### src/rtl/uart_rx_frame.sv
// rtl/uart_rx_frame.sv - UART 8O1 receive front-end with single-entry holding register and sticky fault flags
module uart_rx_frame #(
  parameter int BaudRate = 64
) (
  input  logic       Clk,
  input  logic       Rst_n,
  input  logic       RX,
  output logic [7:0] rx_data,
  output logic       rx_valid,
  input  logic       rx_ready,
  output logic       par_err,
  output logic       stp_err,
  output logic       break_det,
  output logic       break_active,
  output logic       overrun,
  input  logic       err_clr
);

  localparam logic [15:0] HALF_M1 = 16'(BaudRate / 2 - 1);
  localparam logic [15:0] FULL_M1 = 16'(BaudRate - 1);

  typedef enum logic [2:0] {
    IDLE,
    START,
    DATA,
    PARITY,
    STOP,
    BREAK
  } state_t;

  state_t      r_state;
  logic        r_sync1;
  logic        r_sync2;
  logic [15:0] r_baud_cnt;
  logic [2:0]  r_bit_idx;
  logic [7:0]  r_shift;
  logic        r_par_bit;
  logic [7:0]  r_rx_data;
  logic        r_rx_valid;
  logic        r_par_err;
  logic        r_stp_err;
  logic        r_break_det;
  logic        r_break_active;
  logic        r_overrun;

  logic w_rxs;
  logic w_sample;
  logic w_stop_pt;
  logic w_par_ok;
  logic w_frame_ok;
  logic w_is_break;
  logic w_load;
  logic w_accept;

  assign w_rxs      = r_sync2;
  // Start bit is sampled at mid-bit; every later sample is one full bit period apart.
  assign w_sample   = (r_state == START) ? (r_baud_cnt == HALF_M1) : (r_baud_cnt == FULL_M1);
  assign w_stop_pt  = (r_state == STOP) && w_sample;
  assign w_par_ok   = ^{r_shift, r_par_bit};
  assign w_frame_ok = w_stop_pt && w_rxs && w_par_ok;
  assign w_is_break = (r_shift == 8'h00) && !r_par_bit;
  assign w_accept   = r_rx_valid && rx_ready;
  assign w_load     = w_frame_ok && (!r_rx_valid || rx_ready);

  always_ff @(posedge Clk or negedge Rst_n) begin
    if (!Rst_n) begin
      r_state        <= IDLE;
      r_sync1        <= 1'b1;
      r_sync2        <= 1'b1;
      r_baud_cnt     <= 16'd0;
      r_bit_idx      <= 3'd0;
      r_shift        <= 8'h00;
      r_par_bit      <= 1'b0;
      r_rx_data      <= 8'h00;
      r_rx_valid     <= 1'b0;
      r_par_err      <= 1'b0;
      r_stp_err      <= 1'b0;
      r_break_det    <= 1'b0;
      r_break_active <= 1'b0;
      r_overrun      <= 1'b0;
    end else begin
      r_sync1 <= RX;
      r_sync2 <= r_sync1;

      case (r_state)
        IDLE: begin
          r_baud_cnt <= 16'd0;
          if (!w_rxs) r_state <= START;
        end
        START, DATA, PARITY, STOP: begin
          r_baud_cnt <= w_sample ? 16'd0 : r_baud_cnt + 16'd1;
          if (w_sample) begin
            case (r_state)
              START: begin
                r_bit_idx <= 3'd0;
                r_state   <= w_rxs ? IDLE : DATA;
              end
              DATA: begin
                r_shift[r_bit_idx] <= w_rxs;
                r_bit_idx          <= r_bit_idx + 3'd1;
                if (r_bit_idx == 3'd7) r_state <= PARITY;
              end
              PARITY: begin
                r_par_bit <= w_rxs;
                r_state   <= STOP;
              end
              default: begin
                if (w_rxs) begin
                  r_state <= IDLE;
                end else begin
                  r_state        <= BREAK;
                  r_break_active <= 1'b1;
                end
              end
            endcase
          end
        end
        default: begin
          r_baud_cnt <= 16'd0;
          if (w_rxs) begin
            r_state        <= IDLE;
            r_break_active <= 1'b0;
          end
        end
      endcase

      if (w_load) begin
        r_rx_data  <= r_shift;
        r_rx_valid <= 1'b1;
      end else if (w_accept) begin
        r_rx_valid <= 1'b0;
      end

      // A set event in the same cycle as err_clr keeps the flag set.
      r_par_err   <= (w_stop_pt && w_rxs && !w_par_ok) || (r_par_err && !err_clr);
      r_stp_err   <= (w_stop_pt && !w_rxs && !w_is_break) || (r_stp_err && !err_clr);
      r_break_det <= (w_stop_pt && !w_rxs && w_is_break) || (r_break_det && !err_clr);
      r_overrun   <= (w_frame_ok && r_rx_valid && !rx_ready) || (r_overrun && !err_clr);
    end
  end

  assign rx_data      = r_rx_data;
  assign rx_valid     = r_rx_valid;
  assign par_err      = r_par_err;
  assign stp_err      = r_stp_err;
  assign break_det    = r_break_det;
  assign break_active = r_break_active;
  assign overrun      = r_overrun;

endmodule

### config.mk
export PLATFORM = sky130hd
export DESIGN_NAME = uart_rx_frame
export DESIGN_NICKNAME = d
export VERILOG_FILES = /design/src/rtl/uart_rx_frame.sv
export SDC_FILE = /design/constraint.sdc
export NUM_CORES = 1
export LEC_CHECK = 0
export CAP_MARGIN = 20
export CORE_ASPECT_RATIO = 1.1
export CORE_UTILIZATION = 31
export CTS_CLUSTER_DIAMETER = 120
export CTS_CLUSTER_SIZE = 8
export DETAILED_ROUTE_END_ITERATION = 10
export HOLD_SLACK_MARGIN = 0.12
export PLACE_DENSITY = 0.59
export SLEW_MARGIN = 5
export SYNTH_ARGS = -nofsm -noshare
export SYNTH_HDL_FRONTEND = slang
export SYNTH_SLANG_ARGS = --single-unit
### constraint.sdc
create_clock -name Clk -period 4.15 [get_ports Clk]
set_input_delay 0.83 -clock Clk [delete_from_list [all_inputs] [get_ports Clk]]
set_output_delay 0.83 -clock Clk [all_outputs]
set_load 0.005 [all_outputs]
==> results.txt, run 1 <==
----------------------------------------------------
[CTS]
  Clk slew on worst S/H paths ... 0.09 ns
  Resize count post-CTS ... 0
  Cell chosen for the clock root ... sky130_fd_sc_hd__clkbuf_8
  Number of buffers added to fix hold violations after cts ... 0
  Clock insertion delay at the later pin of the skew report ... 0.31 ns
  Number of buffers created by CTS ... 5
  H-tree depth ... 2
  Clock tree from TritonCTS ... yes
  Max clock buf depth ... 2
  Post-CTS repair timing setup buffer count ... 0
  TritonCTS sink count ... 47

[Critical path]
  Worst path required time ... 4.32 ns
  Critical path fanouts, max ... 15
  R2r worst-path depth ... 5
  CP Data Arrival Time ... 2.63 ns
  Category of the worst setup path launch point ... flip-flop
  Critical path cell sequence ... nor4_1, nand3_1, or3_2, nand2b_1, nor2_1
  Worst r2r dst ... r_baud_cnt[12]
  Critical Path Sink Type ... flip-flop
  R2R setup slack ... 1.68 ns
  Crit Path Category ... reg2reg
  Reg2reg start ... r_baud_cnt[10]
  Max stage delay cell, worst path ... sky130_fd_sc_hd__or3_2
  Slowest cell delay on critical path ... 0.59 ns

[Placement]
  Placement-stage worst setup slack ... 1.638 ns
  Number of I/O port buffers ... 18
  Placed cell areas ... between 2000 and 3000 µm²
  Detail Placement HPWL ... 2899 µm
  Routability congestion estimate from global placement ... 0.7629

[Layout]
  Antenna Diode Count ... 0
  Final design area excluding fillers ... 2736 µm²
  Fraction of layout instances using a drive strength above 1 ... 15.06%
  Area Overhead vs Synth ... 16.64%
  Net count of the finished layout ... 246

[Min path]
  Depth of the worst hold-timing path ... 0
  Endpoint of the worst hold-timing path ... r_sync2
  Hold WC Path Type ... reg2reg
  Startpoint of the most critical hold path ... r_sync1

[Floorplanning]
  Die Outline Area ... ~7900 µm²
  Area of the core ... 7167 µm²
  Initial Utilization ... 32.73%
  IO Pins ... 19
  Die height ... 93.24 µm
  Die width ... 84.95 µm
  Cell Rows ... 32

[Timing]
  Final period utilization ... 59.40%
  Setup slack after layout ... 1.685 ns
  Peak Freq ... 0.4057 GHz
  Remaining max-slew budget at the tightest pin ... between 50% and 60%
  Setup Skew ... about 0.014 ns
  Setup tns final ... 0 ns
  Final hold viol count ... 0
  Slew of the pin with the lowest slew margin ... roughly 0.63 ns
  Final-report max-slew violation count ... 0
  Final-report setup violation count ... 0
  Final hold slack ... 0.3613 ns
  Unrepaired setup endpoints after global routing ... false
  Crit path time final ... 2.465 ns

[Synthesis]
  Number of standard cells after synthesis ... around 220
  Share of synthesized area occupied by flip-flops and latches ... 50.24%
  Yosys Warn Count ... 0
  Number of enable-type register cells in the synthesized netlist ... 0
  Most common flop cell mapped by yosys ... sky130_fd_sc_hd__dfrtp_1
  Mapped Avg Cell Area ... 10.57 µm²
  Async S/R FF share, synth ... 100.0%
  Number of distinct standard cells referenced by the synthesized netlist ... 41
  Post-synthesis cell area ... 2346 µm²
  Syn nets ... 230
  FF+latch count, synth ... 47

[Flow run]
  Maxcap violations ... 0

[GRT]
  Global-route wire length before repair ... 7838 µm
  Pin count of the biggest net entering global routing ... 48
  Tot GR Track Use ... 12.39%
  Overflow left after global routing ... 0
  Number of antenna violations at the first check in global routing ... 0
  Vias in the first global route ... ~1700

[Pwr]
  Lkg Pwr ... 1.195 nW
  Max VDD drop ... approximately 0.21 mV
  Pwr Density ... 371.3 nW/µm²

[Routing]
  DRC violation total after the first TritonRoute iteration ... 87
  Final WL ... 4302 µm
  Number of remaining DRC errors ... 2
  Vias post-DR ... 1641
  Antenna Nets Post-Route ... 0
  Average wire length per cell after detail routing ... 13.28 µm
  Post-detailed-route via-to-cell ratio ... 5.065
  Total iterations of the first detailed-routing run ... 7

[Run status]
  Result of the run ... finished with violations
  Violated checks ... DRC

----------------------------------------------------
-- stage by stage --
| stage | util [%] | power (mW) | cells |
|---|---|---|---|
| global route | 38.18 | 1.068 | 324 |
| finish | 38.18 | 1.016 | 324 |
| detailed placement | 35.95 | 0.6105 | 315 |
| global placement | 35.95 | 0.6086 | 315 |
| CTS | 37.90 | 1.027 | 323 |
| floorplan | - | 0.5824 | 222 |
-- cell usage in the layout, fill, tap and decap left out, drive strengths merged, types with 3 or more instances in the layout --
master         count
o31ai              4
mux2              17
nand3             16
o22ai              5
nor4               3
xnor2             15
nand4b             3
nor3               4
clkbuf             5
nand4              5
clkdlybuf4s50     17
nor2              31
xor2               7
o21ai              3
nor3b              3
nand2             13
and4               4
inv               11
ha                 3
dfrtp             45
-- logic make-up after synthesis --
logic type / count (synthesis) / share of synthesized area (%)
and+or+nand+nor: 95 / 21.97
DFF: 47 / 50.24
xor gates and xnor gates: 23 / 9.173
buffers and inverters: 20 / 3.787
muxes: 19 / 9.013
AOI/OAI and AO/OA: 15 / 4.214
adders and majority gates: 3 / 1.600
-- cell usage after synthesis, drive strengths merged, types with 4 or more instances --
| cell | instances | share of area [%] |
|---|---|---|
| dfrtp | 45 | 48 |
| nor2 | 31 | 5.0 |
| mux2 | 17 | 8.2 |
| nand3 | 16 | 3.4 |
| xnor2 | 15 | 5.6 |
| nand2 | 13 | 2.1 |
| inv | 10 | 1.6 |
| xor2 | 7 | 2.6 |
| buf | 5 | 1.4 |
| clkbuf | 5 | 0.80 |
| nand4 | 5 | 1.3 |
| o22ai | 5 | 1.3 |
| and4 | 4 | 1.5 |
| nor3 | 4 | 1.1 |
| o31ai | 4 | 1.3 |
-- sequential cells by signal, indices dropped and copies added, names as in the netlist --
register / cells
break_active: 1
break_det: 1
overrun: 1
par_err: 1
r_baud_cnt: 16
r_bit_idx: 3
r_par_bit: 1
r_shift: 8
r_state: 3
r_sync1: 1
r_sync2: 1
rx_data: 8
rx_valid: 1
stp_err: 1
-- metal layers --
| metal | vias to the layer above | wire length (µm) | track usage (%) |
|---|---|---|---|
| met5 | - | 0 | 0 |
| li1 | 804 | - | - |
| met4 | 0 | 35 | 4.661 |
| met1 | 808 | 2125 | 15.77 |
| met2 | 25 | 2017 | 20.56 |
| met3 | 4 | 123 | 2.736 |
-- worst max path at each step --
stage	startpoint	end	slack (ns)	depth (start not counted)
after global routing	r_baud_cnt[10]	r_baud_cnt[3]	1.41	5
after CTS	r_baud_cnt[10]	r_baud_cnt[12]	1.66	5
after detailed placement	rx_ready	rx_data[5]	1.64	5
final	r_baud_cnt[10]	r_baud_cnt[12]	1.68	5
after global placement	rx_ready	rx_data[0]	1.65	5
after floorplan	r_baud_cnt[6]	r_shift[6]	1.95	5
-- layout make-up --
class,count,area [µm²]
clock inverters,3,71.32
fillers,692,4431
repair buffers,19,195.2
inverters,10,37.54
well taps,85,106.4
multi-input cells,155,1079
clock buffers,5,68.82
flip-flops and latches,47,1179
-- report_power, final --
part | total [mW] | switching [mW] | internal (mW)
logic | 0.0848 | 0.0463 | 0.0385
clock network | 0.414 | 0.169 | 0.245
registers | 0.517 | 0.0337 | 0.484
-- critical path, delay by kind of cell (launching register included) --
family	cells	cell delay (ns)
flops	1	0.44
simple gates	5	1.88
Power figures use the tool's default switching activity.
==> run 2, diff against run 1 <==
--- a/config.mk
+++ b/config.mk
@@ -12,7 +12,7 @@
 export CTS_CLUSTER_SIZE = 8
 export DETAILED_ROUTE_END_ITERATION = 10
 export HOLD_SLACK_MARGIN = 0.12
-export PLACE_DENSITY = 0.59
+export PLACE_DENSITY = 0.61
 export SLEW_MARGIN = 5
 export SYNTH_ARGS = -nofsm -noshare
 export SYNTH_HDL_FRONTEND = slang
==> constraint.sdc (replaced) <==
create_clock -name Clk -period 2.07 [get_ports Clk]
set_input_delay 0.414 -clock Clk [delete_from_list [all_inputs] [get_ports Clk]]
set_output_delay 0.414 -clock Clk [all_outputs]
set_load 0.005 [all_outputs]
==> results.txt, run 2 (synthesis gave the netlist of run 1 again) <==
----------------------------------------------------
[CTS]
  TritonCTS sink count ... 47 (unchanged)
  Cell chosen for the clock root ... sky130_fd_sc_hd__clkbuf_8 (unchanged)
  Number of buffers added to fix hold violations after cts ... 0 (unchanged)
  Clock insertion delay at the later pin of the skew report ... 0.30 ns (was 0.31 ns)
  Max clock buf depth ... 2 (unchanged)
  Clock tree from TritonCTS ... yes (unchanged)
  H-tree depth ... 2 (unchanged)
  Clk slew on worst S/H paths ... 0.08 ns (was 0.09 ns)
  Number of buffers created by CTS ... 5 (unchanged)

[Layout]
  Most frequent standard cell in the layout excluding fill and tap cells ... sky130_fd_sc_hd__dfrtp_1 (unchanged)
  Fill cell instance count of the final layout ... 696 (was 692)
  Fraction of layout instances using a drive strength above 1 ... 28.00% (was 15.06%)
  Net count of the finished layout ... 282 (was 246)
  Fin cells ... 360 (was 324)
  Commonest non-fill, non-tap cells in the layout ... sky130_fd_sc_hd__dfrtp_1 (45), sky130_fd_sc_hd__buf_4 (37), sky130_fd_sc_hd__nor2_1 (31) (was sky130_fd_sc_hd__dfrtp_1 (45), sky130_fd_sc_hd__nor2_1 (31), sky130_fd_sc_hd__mux2_2 (17), sky130_fd_sc_hd__clkdlybuf4s50_1 (17), sky130_fd_sc_hd__nand3_1 (16))
  Final design area excluding fillers ... 3004 µm² (was 2736 µm²)
  Antenna Diode Count ... 0 (unchanged)
  Reg with most FFs ... r_baud_cnt (unchanged)
  Area Overhead vs Synth ... 28.05% (was 16.64%)
  Core utilization of the finished layout ... 41.92% (was 38.18%)
  Max reg flops ... 16 (unchanged)

[Critical path]
  Worst path required time ... 2.25 ns (was 4.32 ns)
  CP most frequent cell ... sky130_fd_sc_hd__or4_4
  CP Data Arrival Time ... 2.36 ns (was 2.63 ns)
  Critical path cell sequence ... or4_4, or4_4, nor3b_2, mux2_4 (was nor4_1, nand3_1, or3_2, nand2b_1, nor2_1)
  Slowest cell delay on critical path ... 0.58 ns (was 0.59 ns)
  R2R setup slack ... -0.10 ns (was 1.68 ns)
  Category of the worst setup path launch point ... flip-flop (unchanged)
  Critical Path Sink Type ... flip-flop (unchanged)
  Crit Path Category ... reg2reg (unchanged)
  Max stage delay cell, worst path ... sky130_fd_sc_hd__or4_4 (was sky130_fd_sc_hd__or3_2)
  Critical path fanouts, max ... 4 (was 15)

[Run status]
  Violated checks ... DRC, setup timing (was DRC)
  Result of the run ... finished with violations (unchanged)

[Timing]
  Remaining max-slew budget at the tightest pin ... 61.31% (was 57.59%)
  Final-report max-slew violation count ... 0 (unchanged)
  Final-report setup violation count ... 4 (was 0)
  Final hold slack ... 0.1872 ns (was 0.3613 ns)
  Final hold viol count ... 0 (unchanged)
  Peak Freq ... 0.4603 GHz (was 0.4057 GHz)
  Crit path time final ... 2.173 ns (was 2.465 ns)
  Slew of the pin with the lowest slew margin ... 0.5804 ns (was 0.6304 ns)
  Unrepaired setup endpoints after global routing ... true (was false)
  Setup slack after layout ... -0.1026 ns (was 1.685 ns)
  Setup Skew ... 0.01075 ns (was 0.01364 ns)
  Final period utilization ... 105.0% (was 59.40%)

[Floorplanning]
  Die width ... 84.95 µm (unchanged)
  Cell Rows ... 32 (unchanged)
  Initial Utilization ... 32.73% (unchanged)
  Die height ... 93.24 µm (unchanged)
  IO Pins ... 19 (unchanged)
  Die Outline Area ... 7920 µm² (unchanged)
  Area of the core ... 7167 µm² (unchanged)

[GRT]
  Overflow left after global routing ... 0 (unchanged)
  Vias in the first global route ... 1740 (was 1678)
  Global-route wire length before repair ... 7928 µm (was 7838 µm)
  Number of antenna violations at the first check in global routing ... 0 (unchanged)
  Pin count of the biggest net entering global routing ... 48 (unchanged)
  Tot GR Track Use ... 12.47% (was 12.39%)

[Min path]
  Hold WC Path Type ... in2async (was reg2reg)

[Routing]
  Average wire length per cell after detail routing ... 12.81 µm (was 13.28 µm)
  Vias post-DR ... 1737 (was 1641)
  Total iterations of the first detailed-routing run ... 7 (unchanged)
  DRC violation total after the first TritonRoute iteration ... 67 (was 87)
  Final WL ... 4612 µm (was 4302 µm)
  Post-detailed-route via-to-cell ratio ... 4.825 (was 5.065)
  Number of remaining DRC errors ... 3 (was 2)
  Antenna Nets Post-Route ... 0 (unchanged)

[Placement]
  Placed cells ... 349 (was 315)
  Routability congestion estimate from global placement ... 0.7804 (was 0.7629)
  Detail Placement HPWL ... 3293 µm (was 2899 µm)
  Placed cell areas ... 2848 µm² (was 2576 µm²)
  Number of I/O port buffers ... 18 (unchanged)

[Pwr]
  Post-route total power ... 1.805 mW (was 1.016 mW)
  Lkg Pwr ... 1.374 nW (was 1.195 nW)
  Pwr Density ... 600.9 nW/µm² (was 371.3 nW/µm²)
  Max VDD drop ... 0.3977 mV (was 0.2083 mV)

[Flow run]
  Maxcap violations ... 0 (unchanged)

----------------------------------------------------
run 2: cell types whose count changed in the layout (fill, tap and decap cells not counted), sizes merged:
cell and delta:
clkinv +3, bufinv -2, inv -1, buf +36
run 2: layout make-up:
| class | count | area (µm²) | area share (%) |
|---|---|---|---|
| clock buffer | 5 | 68.82 | 2.291 |
| clock inverter | 3 | 15.01 | 0.4998 |
| inverter | 10 | 37.54 | 1.249 |
| multi-input combinational | 155 | 1145 | 38.11 |
| sequential | 47 | 1179 | 39.23 |
| tap | 85 | 106.4 | 3.540 |
| timing repair buffer | 55 | 452.9 | 15.08 |
run 2: path summary, 6_finish.rpt:
kind | from | to | depth (start not counted)
worst max-delay path | r_baud_cnt[8] | r_shift[5] | 4
worst min-delay path | Rst_n | r_baud_cnt[11] | 2
worst max register to register | r_baud_cnt[8] | r_shift[5] | 4
worst min register to register | r_sync1 | r_sync2 | 0
max in group asynchronous | Rst_n | rx_data[0] | 2
min in group Clk | r_sync1 | r_sync2 | 0
run 2: layer usage:
metal	routed length [µm]	vias up	GRT usage, %
li1	-	870	-
met1	2142	834	15.15
met2	2293	26	21.64
met3	110	7	2.824
met4	65	0	4.379
met5	0	-	0
run 2: worst max-delay path: cells and delay by family (launching register included):
kind,cells,cell delay [ns]
and+or+nand+nor,3,1.35
DFF,1,0.39
muxes,1,0.32
run 2: power breakdown:
part	leakage [nW]	switching (mW)	total [mW]	internal (mW)
clock network	0.0477	0.307	0.538	0.232
registers	0.636	0.0321	1.00	0.969
logic	0.690	0.139	0.265	0.127
run 2: stage by stage:
stage                     setup TNS, ns  worst slack [ns]
after floorplan                 -0.3197          -0.09995
after detailed placement        -0.3354          -0.08881
final                           -0.2932           -0.1026
after CTS                      -0.08783          -0.04458
after global placement          -0.1736          -0.04952
after global routing            -0.8452           -0.1386
run 2: repair_timing:
item                       in CTS  in global routing
resized for setup               4                 12
setup endpoints to repair      10                 34
setup buffers                   1                  3
pin swaps                       1                  3
==> variant 1: new RTL, config.mk and constraints of run 1 <==
Make the reset (`Rst_n`) synchronous in one clocked block.
--- a/src/rtl/uart_rx_frame.sv
+++ b/src/rtl/uart_rx_frame.sv
@@ -63,5 +63,5 @@
   assign w_load     = w_frame_ok && (!r_rx_valid || rx_ready);
 
-  always_ff @(posedge Clk or negedge Rst_n) begin
+  always_ff @(posedge Clk) begin
     if (!Rst_n) begin
       r_state        <= IDLE;
Function: no difference found for any inputs over 10 cycles, from zero or initial values and one cycle with Rst_n low; that may be too few to reach the edited logic, so the function may still have changed.
==> variant 1 against run 1 <==
- worst setup slack better by 0.18 ns
- sequential cell count stayed put
- final area is 4.7% lower
- routed wire length is 3.5% higher
- global-route usage is 0.33 points lower
- area after synthesis is 3.0% lower
- synthesized cell count is 17% higher
- critical endpoint is now rx_data[5]$_SDFFE_PN0P_
Power is not compared: it rests on default switching activity, and its combinational part moved more than twofold at a synthesized area within 25%.
==> variant 1: results (changes against run 1) <==
[drt]
drc = 0  ; -2
viasPerCell = 5.017  ; -0.95%
routed_wl_um = 4454  ; +3.5%
first_iter_violations = 80  ; -8.0%
firstDrtPassIters = 4  ; -3

[synthesis]
async_flop_share = 0  ; -1.000
synth_xor_area_frac = 0.1193  ; +0.02756
syn-num-nets = 267  ; +16%
synth_compound_area_frac = 0.09401  ; +0.05187
ys_top_cells_by_count = 47 x dfxtp_1, 29 x nor2_1, 24 x nand2_1, 17 x a21oi_1, 14 x nand3_1
synth_mux_area_frac = 0.04838  ; -0.04176
synth-main-ff-cell = dfxtp_1
synth-seq-area-share = 0.4134  ; -0.08899
synth.distinct_cells = 38  ; -7.3%
yosysWarningCount = 0  ; unchanged
synthTopCellsByArea = dfxtp_1 41%, xnor2_1 5.0%, mux2i_1 4.8%
yosys.area_share.adder = 0.01649  ; +0.0004926

[cts]
cts-root-buf = clkbuf_8
cts_setup_buffers = 0  ; unchanged
clk_path_buf_depth = 2  ; unchanged
h-tree-depth = 2  ; unchanged
cts.repair.resized = 0  ; unchanged

[global_route]
grt_max_degree = 21  ; -56%
grt_pass1_wl_um = 7507  ; -4.2%
grt_pass1_vias = 1634  ; -2.6%
antenna_found_initial = 0  ; unchanged
grt_usage = 0.1206  ; -0.003325

[timing]
fin_skew_ns = 0.01385  ; +0.0002145 ns
maxSlewViolCount = 0  ; unchanged
max_freq_mhz = 437.6  ; +7.9%
tightestPinTransition_ns = 0.6829  ; +0.05259 ns

[layout]
nets = 279  ; +13%
nFillCells = 725  ; +4.8%
layout-drive-gt1-share = 0.06250  ; -0.08813
largest_reg_flops = 16  ; unchanged

[setup_path]
crit_arrival_ns = 2.45  ; -0.18 ns
path_max_fanout = 8  ; -7
r2r_slack_ns = 1.86  ; +0.18 ns

[status]
outcome = complete, no violations

[placement]
hpwlAfterDp_um = 3186  ; +9.9%
io_buffers = 18  ; unchanged
gp_congestion = 0.7731  ; +1.3%
preCtsSetupSlack_ns = 1.677  ; +0.03925 ns

[power]
p_leak_nw = 0.8915

[min_path]
hold_path.class = register to register

==> variant 1: layer usage <==
layer,track usage,wire length (um),vias up
li1,-,-,932
met1,0.1515,2231,829
met2,0.1999,2042,25
met3,0.02790,128,5
met4,0.04661,52,0
met5,0,0,-
==> variant 1: final cells by class <==
| cell class | instances | area (sq um) | area share |
|---|---|---|---|
| Timing Repair Buffer | 18 | 180.2 | 0.06906 |
| Clock inverter | 3 | 43.79 | 0.01679 |
| Multi-Input combinational cell | 194 | 1250 | 0.4791 |
| Sequential cell | 47 | 940.9 | 0.3607 |
| Clock buffer | 5 | 68.82 | 0.02638 |
| Inverter | 5 | 18.77 | 0.007194 |
| Tap cell | 85 | 106.4 | 0.04077 |
==> variant 1: report_power, final <==
group	total, mW	leakage, nW	switching, mW	internal (mW)
Clock	0.343	0.0581	0.163	0.180
Combinational	0.0183	0.454	0.0112	0.00717
Sequential	0.454	0.379	0.00179	0.452
Total	0.815	0.892	0.176	0.639
==> variant 1: worst paths after layout <==
kind / startpoint / to / cells after the start
hold reg to reg: r_sync1$_SDFF_PN1_ / r_sync2$_SDFF_PN1_ / 1
setup reg to reg: r_baud_cnt[0]$_SDFF_PP0_ / rx_data[5]$_SDFFE_PN0P_ / 6
hold / removal: r_sync1$_SDFF_PN1_ / r_sync2$_SDFF_PN1_ / 1
setup / recovery: r_baud_cnt[0]$_SDFF_PP0_ / rx_data[5]$_SDFFE_PN0P_ / 6
==> variant 1: through the flow <==
stage / total power, mW / util / area, sq um / cells / hold slack [ns]
after global placement: 0.4827 / 0.3542 / 2496 / 349 / 0.3895
after global routing: 0.8487 / 0.3702 / 2609 / 357 / 0.4710
after CTS: 0.8278 / 0.3702 / 2609 / 357 / 0.4215
after floorplan: 0.4758 / - / 2276 / 259 / 0.3863
after detailed placement: 0.4830 / 0.3542 / 2496 / 349 / 0.3957
final: 0.8150 / 0.3702 / 2609 / 357 / 0.4184
==> variant 1: cells by family after synthesis <==
logic type	count (synthesis)
adders and majority gates	3
AOI/OAI and AO/OA	36
buffers and inverters	18
DFF	47
xor gates and xnor gates	26
and+or+nand+nor	118
muxes	11
==> variant 1: worst max-delay path, cell delays in order (launching register included) <==
cell     delay [ns]
dfxtp_1        0.39
ha_1           0.23
and4_1         0.37
and4_1         0.40
nand3_1        0.32
o31ai_1        0.34
a21oi_1        0.09
==> variant 2: new RTL, settings of run 1 <==
Without the edit above. Change the parameter `BaudRate` from 64 to 32.
--- a/src/rtl/uart_rx_frame.sv
+++ b/src/rtl/uart_rx_frame.sv
@@ -1,5 +1,5 @@
 // rtl/uart_rx_frame.sv - UART 8O1 receive front-end with single-entry holding register and sticky fault flags
 module uart_rx_frame #(
-  parameter int BaudRate = 64
+  parameter int BaudRate = 32
 ) (
   input  logic       Clk,
Formal check against the unedited RTL: same outputs for any inputs over 10 cycles, from zero or initial values and one cycle with Rst_n low; that may be too few to reach the edited logic, so the function may still have changed.
==> variant 2 against run 1 <==
- the run still ends with design-rule violations left
- clock skew decreased by 0.0086 ns
- critical path depth unchanged
- sequential cell count unchanged
- area after synthesis down 2.6%
- worst setup slack improved by 0.31 ns
- highest routed layer unchanged
- routed wire length is 3.3% lower
- final cell count down 2.5%
- final area down 3.2%
- hold slack worse by 0.0029 ns
- first-iteration DRC count fell by 16%
- critical endpoint is now rx_data[7]$_DFFE_PN0P_
Power is not compared: it rests on default switching activity, and its combinational part moved more than twofold at a synthesized area within 25%.
==> variant 2: results (changes against run 1) <==
[global_route]
grt_util_met3 = 0.02970  ; +0.002342
grt_max_degree = 48  ; unchanged
grt_pass1_wl_um = 7410  ; -5.5%
grt_pass1_vias = 1575  ; -6.1%
grt_use_met1 = 0.1549  ; -0.002831
grt_usage = 0.1208  ; -0.003069
use_met2 = 0.1981  ; -0.007558

[setup_path]
max_stage_delay_ns = 0.44  ; -0.15 ns
crit_arrival_ns = 2.35  ; -0.28 ns
path_max_fanout = 8  ; -7
slowest_stage = dfrtp_1
path_delay_family = XOR/XNOR gates

[cts]
worstSkewPairLatency_ns = 0.30
clkTransAtPathRegs_ns = 0.08
cts.repair.resized = 0  ; unchanged
h-tree-depth = 2  ; unchanged
cts-root-buf = clkbuf_8

[layout]
layout-drive-gt1-share = 0.1385  ; -0.01210
nFillCells = 700  ; +1.2%
antenna_cells = 0  ; unchanged
syn2layout_area_growth_pct = 15.82
nets = 238  ; -3.3%
largest-register = r_baud_cnt
largest_reg_flops = 16  ; unchanged

[synthesis]
ys_top_cells_by_count = 45 x dfrtp_1, 23 x nor2_1, 17 x mux2_2, 17 x nand2_1, 12 x xnor2_1
syn-num-nets = 220  ; -4.3%
synth_mux_area_frac = 0.08812  ; -0.002011
synth-main-ff-cell = dfrtp_1
synth.distinct_cells = 38  ; -7.3%
syn_avg_cell_area_sq_um = 10.78  ; +2.0%
synth_xor_area_frac = 0.09414  ; +0.002410
yosys.area_share.adder = 0.01642  ; +0.0004204
synthTopCellsByArea = dfrtp_1 49%, mux2_2 8.4%, xnor2_1 4.6%
synth_compound_area_frac = 0.05200  ; +0.009864
synth-seq-area-share = 0.5156  ; +0.01320

[status]
outcome = finished with violations
violations = design-rule violations

[drt]
first_iter_violations = 73  ; -16%
wl_per_cell_um = 13.16  ; -0.85%
viasPerCell = 4.924  ; -2.8%
drc = 4  ; +2
routed_wl_um = 4160  ; -3.3%

[timing]
fin_skew_ns = 0.005044  ; -0.008594 ns
tightestPinTransition_ns = 0.5851  ; -0.04529 ns

[placement]
gp_congestion = 0.7584  ; -0.59%
hpwlAfterDp_um = 2820  ; -2.7%
preCtsSetupSlack_ns = 1.918  ; +0.2800 ns
dp.cells = 307  ; -2.5%

[power]
p_leak_nw = 1.188
ir_drop_mv = 0.2492

[min_path]
hold_path.class = register to register

[variant 2: cell types whose count changed after synthesis, sizes merged, moves of 3 or more]
cell / run 1 / this run
xnor2: 15 / 12
nor2: 31 / 23
nand2: 13 / 17
nor4: 3 / 6
xor2: 7 / 10
nand3: 16 / 7
o31ai: 4 / 0
and3: 1 / 5
nand4: 5 / 9
[variant 2: kinds of logic after synthesis]
logic type,Yosys count
AO/OA/AOI/OAI,17
XOR/XNOR,23
adder cells (fa/ha/maj),3
buffers and inverters,18
flip-flops,47
multiplexers,18
AND/OR/NAND/NOR,86
[variant 2: path summary, 6_finish.rpt]
check	cells after the start	start	slack [ns]	end
worst max-delay path	5	r_shift[6]$_DFFE_PN0P_	1.99	rx_data[7]$_DFFE_PN0P_
worst min-delay path	0	r_sync1$_DFF_PN1_	0.36	r_sync2$_DFF_PN1_
worst max register to register	5	r_shift[6]$_DFFE_PN0P_	1.99	rx_data[7]$_DFFE_PN0P_
worst min register to register	0	r_sync1$_DFF_PN1_	0.36	r_sync2$_DFF_PN1_
max in group asynchronous	2	Rst_n	3.17	break_det$_DFF_PN0_
min in group asynchronous	1	Rst_n	0.47	r_baud_cnt[11]$_DFF_PN0_
[variant 2: power groups by stage]
stage	sequential, mW	combinational [mW]	clock, mW
after floorplan	0.544	0.218	0
after global placement	0.580	0.228	0
after detailed placement	0.582	0.233	0
after CTS	0.573	0.234	0.309
after global routing	0.585	0.267	0.327
final	0.575	0.232	0.299
[variant 2: area by class of cell]
| cell class | instances | share of cell area |
|---|---|---|
| clock buffer | 8 | 0.03781 |
| inverter | 9 | 0.01276 |
| multi-input combinational | 147 | 0.3875 |
| sequential | 47 | 0.4452 |
| tap | 85 | 0.04017 |
| timing repair buffer | 20 | 0.07656 |
[variant 2: layer usage]
layer / wire [um] / vias to the layer above / part of all wire
met3: 149 / 8 / 0.036
li1: - / 775 / -
met2: 1965 / 28 / 0.47
met5: 0 / - / 0
met4: 62 / 0 / 0.015
met1: 1982 / 745 / 0.48
[variant 2: metrics by stage]
stage / instance area (sq um) / hold slack, ns
6_report: 2648 / 0.3585
5_1_grt: 2648 / 0.3633
4_1_cts: 2628 / 0.3603
3_5_place_dp: 2527 / 0.3481
3_3_place_gp: 2527 / 0.3475
2_1_floorplan: 2286 / 0.3452
[variant 2: worst reg2reg max path, delay by kind of cell, from the launching register on]
family,cells,cell delay (ns)
xor gates and xnor gates,3,0.92
DFF,1,0.44
muxes,1,0.37
and+or+nand+nor,1,0.33
